`config.mk`:
```
export PLATFORM = sky130hd
export DESIGN_NAME = load_store_unit
export DESIGN_NICKNAME = d
export VERILOG_FILES = /design/src/rtl/load_store_unit.sv
export SDC_FILE = /design/constraint.sdc
export NUM_CORES = 1
export LEC_CHECK = 0
export ABC_AREA = 1
export CORE_UTILIZATION = 46
export CTS_BUF_LIST = sky130_fd_sc_hd__clkbuf_2
export CTS_CLUSTER_DIAMETER = 50
export DETAILED_ROUTE_END_ITERATION = 6
export PLACE_DENSITY = 0.83
export SLEW_MARGIN = 20
export SYNTH_ARGS = -nofsm -noshare
export SYNTH_HDL_FRONTEND = slang
export SYNTH_SLANG_ARGS = --single-unit
```
`constraint.sdc`:
```
create_clock -name clk -period 1.85 [get_ports clk]
set_input_delay 0.185 -clock clk [delete_from_list [all_inputs] [get_ports clk]]
set_output_delay 0.185 -clock clk [all_outputs]
set_load 0.005 [all_outputs]
```
`src/rtl/load_store_unit.sv`:
```
`timescale 1ns/1ps
// load_store_unit: single-outstanding load/store sequencer between the integer
// pipeline and a req/ack memory port. Formats byte/half/word accesses, flags
// misaligned requests without touching memory, and returns formatted load data.
// alu_op layout: [15:10] funct7 (unused here), [9:7] funct3, [6:0] opcode.
// Optional feature: define LSU_TIMEOUT_EN to add an acknowledge watchdog that
// ends a request after TIMEOUT_CYCLES cycles with fault=1.
module load_store_unit #(
    parameter int DATA_WIDTH     = 32,
    parameter int TIMEOUT_CYCLES = 16
) (
    input  logic                    clk,
    input  logic                    reset,
    input  logic                    start,
    input  logic [15:0]             alu_op,
    input  logic [DATA_WIDTH-1:0]   addr,
    input  logic [DATA_WIDTH-1:0]   store_data,
    output logic                    busy,
    output logic                    done,
    output logic                    misaligned,
    output logic                    fault,
    output logic [DATA_WIDTH-1:0]   load_data,
    output logic                    mem_req,
    output logic                    mem_we,
    output logic [DATA_WIDTH-1:0]   mem_addr,
    output logic [DATA_WIDTH/8-1:0] mem_wstrb,
    output logic [DATA_WIDTH-1:0]   mem_wdata,
    input  logic                    mem_ack,
    input  logic [DATA_WIDTH-1:0]   mem_rdata
);

    typedef enum logic [1:0] {IDLE, REQ, DONE} state_t;

    localparam logic [6:0] OPC_LOAD  = 7'b0000011;
    localparam logic [6:0] OPC_STORE = 7'b0100011;

    state_t      state, state_next;
    logic [6:0]  opcode;
    logic [2:0]  funct3;
    logic        valid_op, mis_in, accept, timeout_hit;
    logic        is_store_q, mis_q;
    logic [2:0]  funct3_q;
    logic [31:0] addr_q, sdata_q;
    logic [7:0]  rd_byte;
    logic [15:0] rd_half;
    logic [31:0] load_fmt;
    logic        unused_ok;

    assign opcode    = alu_op[6:0];
    assign funct3    = alu_op[9:7];
    assign unused_ok = &{1'b0, alu_op[15:10], 32'(TIMEOUT_CYCLES)};

    // Decode whether the presented operation is a memory op and whether it is aligned
    always_comb begin
        // NOTE: every combinationally assigned signal gets a default first so no path leaves it unassigned (no latch).
        valid_op = 1'b0;
        mis_in   = 1'b0;
        if (opcode == OPC_LOAD)
            valid_op = funct3 inside {3'b000, 3'b001, 3'b010, 3'b100, 3'b101};
        else if (opcode == OPC_STORE)
            valid_op = funct3 inside {3'b000, 3'b001, 3'b010};
        case (funct3[1:0])
            2'b01:   mis_in = addr[0];
            2'b10:   mis_in = (addr[1:0] != 2'b00);
            default: mis_in = 1'b0;
        endcase
    end

    assign accept = start && (state == IDLE) && valid_op;

`ifdef LSU_TIMEOUT_EN
    localparam int CNT_W = (TIMEOUT_CYCLES > 1) ? $clog2(TIMEOUT_CYCLES) : 1;

    logic [CNT_W-1:0] req_cnt;
    logic             fault_q;

    // Count cycles spent in REQ waiting for the acknowledge
    always_ff @(posedge clk) begin
        if (reset || state != REQ)
            req_cnt <= '0;
        else
            req_cnt <= req_cnt + 1'b1;
    end

    assign timeout_hit = (state == REQ) && !mem_ack && (req_cnt == CNT_W'(TIMEOUT_CYCLES - 1));

    // Remember whether the current operation was ended by the watchdog
    always_ff @(posedge clk) begin
        if (reset || accept)
            fault_q <= 1'b0;
        else if (timeout_hit)
            fault_q <= 1'b1;
    end

    assign fault = (state == DONE) && fault_q;
`else
    assign timeout_hit = 1'b0;
    assign fault       = 1'b0;
`endif

    // Next-state logic: misaligned ops skip the bus and complete immediately
    always_comb begin
        state_next = state;
        case (state)
            IDLE:    if (accept) state_next = mis_in ? DONE : REQ;
            REQ:     if (mem_ack || timeout_hit) state_next = DONE;
            DONE:    state_next = IDLE;
            default: state_next = IDLE;
        endcase
    end

    // State register and capture of the accepted operation
    always_ff @(posedge clk) begin
        if (reset) begin
            state      <= IDLE;
            is_store_q <= 1'b0;
            funct3_q   <= 3'b000;
            addr_q     <= '0;
            sdata_q    <= '0;
            mis_q      <= 1'b0;
        end else begin
            // NOTE: sequential state uses non-blocking assignments so every register samples pre-edge values.
            state <= state_next;
            if (accept) begin
                is_store_q <= (opcode == OPC_STORE);
                funct3_q   <= funct3;
                addr_q     <= addr;
                sdata_q    <= store_data;
                mis_q      <= mis_in;
            end
        end
    end

    // Load result register: updated only when a load is acknowledged
    always_ff @(posedge clk) begin
        if (reset)
            load_data <= '0;
        else if (state == REQ && mem_ack && !is_store_q)
            load_data <= load_fmt;
    end

    // Lane selection and sign/zero extension of the returned word
    always_comb begin
        rd_byte  = mem_rdata[{addr_q[1:0], 3'b000} +: 8];
        rd_half  = addr_q[1] ? mem_rdata[31:16] : mem_rdata[15:0];
        case (funct3_q)
            3'b000:  load_fmt = {{24{rd_byte[7]}}, rd_byte};
            3'b100:  load_fmt = {24'h0, rd_byte};
            3'b001:  load_fmt = {{16{rd_half[15]}}, rd_half};
            3'b101:  load_fmt = {16'h0, rd_half};
            default: load_fmt = mem_rdata;
        endcase
    end

    // Write strobes and lane-replicated write data for stores
    always_comb begin
        mem_wstrb = 4'b0000;
        case (funct3_q[1:0])
            2'b00:   mem_wdata = {4{sdata_q[7:0]}};
            2'b01:   mem_wdata = {2{sdata_q[15:0]}};
            default: mem_wdata = sdata_q;
        endcase
        if (is_store_q) begin
            case (funct3_q[1:0])
                2'b00:   mem_wstrb = 4'b0001 << addr_q[1:0];
                2'b01:   mem_wstrb = addr_q[1] ? 4'b1100 : 4'b0011;
                default: mem_wstrb = 4'b1111;
            endcase
        end
    end

    assign busy       = (state != IDLE);
    assign done       = (state == DONE);
    assign misaligned = (state == DONE) && mis_q;
    assign mem_req    = (state == REQ);
    assign mem_we     = is_store_q;
    assign mem_addr   = {addr_q[31:2], 2'b00};

endmodule

```
==> metrics.md <==
| Metric | Value |
|---|---|
| Initial core utilization | `0.481` |
| Mapped cell area | `~5900 um^2` |
| Core Area | `approximately 12000 um^2` |
| Hold buffers post-CTS | `0` |
| Largest stage delay on the critical path | `around 460 ps` |
| Final setup violation count | `18` |
| Clock period minus worst slack | `1960 ps` |
| Largest net degree at the start of global routing | `approximately 70` |
| Util after Layout | `0.687` |
| Fill count | `between 1000 and 1500` |
| Initial antenna violation count | `0` |
| Final antenna diode count | `0` |
| Pre-CTS setup slack | `-218 ps` |
| Multi-input gate area | `approximately 2800 um^2` |
| # nets final | `approximately 1200` |
| Initial detailed-routing violation count | `512` |
| Tcrit/Tclk final | `1.06` |
| Routed wire per std cell | `between 10 and 15 um` |
| Critical Path RT | `around 1700 ps` |
| Die span in y | `between 100 and 150 um` |
| Max Clock Skew | `approximately 28 ps` |
| Syn avg cell area | `6.38 um^2` |
| Power Total | `approximately 4200 uW` |
| Register area share after synthesis | `0.351` |
| Failing checks | `setup timing` |
| Hold crit path type | `input pin to flop` |
| Share of cells above drive strength 1 | `0.139` |
| WP buf/inv | `3` |
| CP Class | `flop to output pin` |
| Clk Latency, worst-skew pair | `a little under 600 ps` |
| Number of flops mapped to enable cells by yosys | `0` |
| CTS H-Tree Depth | `3` |
| Drt first pass iters | `5` |
| PortBufs | `approximately 210` |
| Slowest stage cell, crit path | `dfxtp_4` |
| CP Launch Type | `flop` |
| WL final | `approximately 18000 um` |
| Asr flop ratio synth | `0` |
| Clock transition at path regs | `just under 300 ps` |
| Clock Path Buffers | `2` |
| Final setup margin | `-110 ps` |
| RSZ-0062 raised after global routing | `true` |
| Arrival time worst endpoint | `roughly 1800 ps` |
| Library cells used by synthesis | `30` |
| Max-slew violations | `0` |
| Vias per Instance | `between 5 and 6` |
| Sum of negative setup slack | `-976 ps` |
| IO Count | `roughly 220` |
| CTS tree | `built` |
| ANT nets after route | `0` |
| Critical path peak fanout | `8` |
| Total number of vias | `about 6400` |
| Worst Setup End Kind | `output pin` |
| Syn-to-layout area delta | `42.8%` |
| Outcome | `complete, but fails checks` |
| Die X | `between 100 and 150 um` |
| Die ar. | `13200 um^2` |
| Clk sinks | `103` |
| Final hold violation count | `0` |
| Leak | `0.00375 uW` |
| Post-DP HPWL | `between 10000 and 15000 um` |
| Inserted Clock Buffers | `9` |
| Clock root cell | `clkbuf_2` |
| Worst path top cell family by delay | `flip-flops` |
| GRT Residual Overflow | `0` |
| Most common flop cell mapped by yosys | `dfxtp_1` |
| Max frequency | `around 500 MHz` |
| Max-Cap Viols | `0` |
| Number of global-route vias before repair | `between 5000 and 6000` |
| FP Rows | `40` |
| Detailed-route DRC error count | `0` |
| Yosys reg bits | `between 100 and 150` |
| GP Congestion | `between 0.9 and 1` |
| Power per Cell Area | `roughly 500 nW/um^2` |
| Gr usage total | `0.262` |
| Global-route wire length before repair | `27400 um` |
| FF+latch area | `about 2100 um^2` |
| Synthesized instance count | `approximately 900` |
| Synth warnings | `0` |
| CP cell instances | `nor2_4 -> buf_6 -> clkbuf_16 -> nand2_4 -> o211ai_1 -> buf_2` |
| Worst vdd ir | `approximately 0.48 mV` |
-- kinds of logic (layout without fill, tap and decap cells) --
family / count (synthesis) / after routing / share of synthesized area
DFF: 103 / 103 / 0.351
buffers and inverters: 222 / 404 / 0.192
adders and majority gates: 4 / 4 / 0.00851
and+or+nand+nor: 452 / 452 / 0.318
other: 1 / 3 / 0.000638
AOI/OAI and AO/OA: 139 / 139 / 0.130
-- state kept, by name, summed over array words and instances, names as in the netlist --
register / count
sdata_q: 32
mem_we: 1
load_data: 32
state: 2
funct3_q: 3
addr_q: 32
mis_q: 1
-- cell usage in the layout (no fill, tap or decap), drive strengths merged, types with 19 or more instances in the layout --
master         synthesis  routed
nand2                208     208
clkdlybuf4s50          0     180
nor2                 138     138
inv                  121     122
dfxtp                103     103
nand3                 97      97
a21oi                 85      85
buf                   88      72
o21ai                 30      30
o211ai                19      19
-- stage by stage --
stage,instances,hold WS (ps),area [um^2]
after detailed placement,1234,468,7890
final,1273,179,8390
after CTS,1267,148,8250
after global placement,1234,451,7890
after floorplan,923,378,5890
after global routing,1273,148,8390
-- synthesized netlist by cell type (6+ instances only) --
master / count / area [um^2]
nand2_1: 207 / 777
nor2_1: 134 / 503
inv_1: 115 / 432
dfxtp_1: 103 / 2060
nand3_1: 96 / 480
a21oi_1: 83 / 415
buf_4: 69 / 518
o21ai_0: 27 / 135
o211ai_1: 19 / 143
clkbuf_1: 13 / 48.8
buf_2: 10 / 50.1
buf_1: 6 / 22.5
-- where the power goes --
part,switching (uW),total [uW],leakage [uW],internal (uW)
logic,263,585,0.00282,323
registers,7.63,2240,0.000838,2230
clock network,795,1380,0.0000885,582
total,1070,4200,0.00375,3140
-- path summary, 6_finish.rpt --
| kind | start | endpoint | slack (ps) | cells past startpoint |
|---|---|---|---|---|
| max reg2reg | funct3_q[1] | load_data[28] | -30 | 10 |
| min reg2reg | load_data[0] | load_data[0] | 500 | 2 |
| min | store_data[1] | sdata_q[1] | 180 | 5 |
| max | funct3_q[1] | mem_wdata[27] | -110 | 6 |
-- timing repair --
action | CTS | global route
gates resized for setup | 135 | 53
endpoints found under the setup margin | 33 | 35
setup buffers | 15 | 6
pin swaps | 10 | 7
gates cloned | 2 | 1
-- area by class of cell --
cell class              count  share of cell area
repair buffers            267               0.313
multi-input cells         598               0.338
flip-flops and latches    103               0.249
inverters                 121              0.0559
clock inverters             7              0.0142
clock buffers               9             0.00537
well taps                 168              0.0250
-- per-layer routing --
layer	vias to the layer above	part of all wire	global-route usage	routed length (um)
li1	3199	-	-	-
met1	2906	0.42	0.321	7410
met2	278	0.48	0.453	8400
met3	27	0.083	0.0611	1460
met4	0	0.023	0.0857	401
met5	-	0	0	0
-- worst register-to-register path, cell delays in order (launching register included) --
cell,delay [ps]
dfxtp_4,500
buf_12,130
inv_8,30
nand2_4,50
buf_4,100
buf_4,130
nor2_4,60
a21oi_4,430
o211ai_1,270
nand2_1,110
inv_1,40
(Power assumes the default switching activity.)
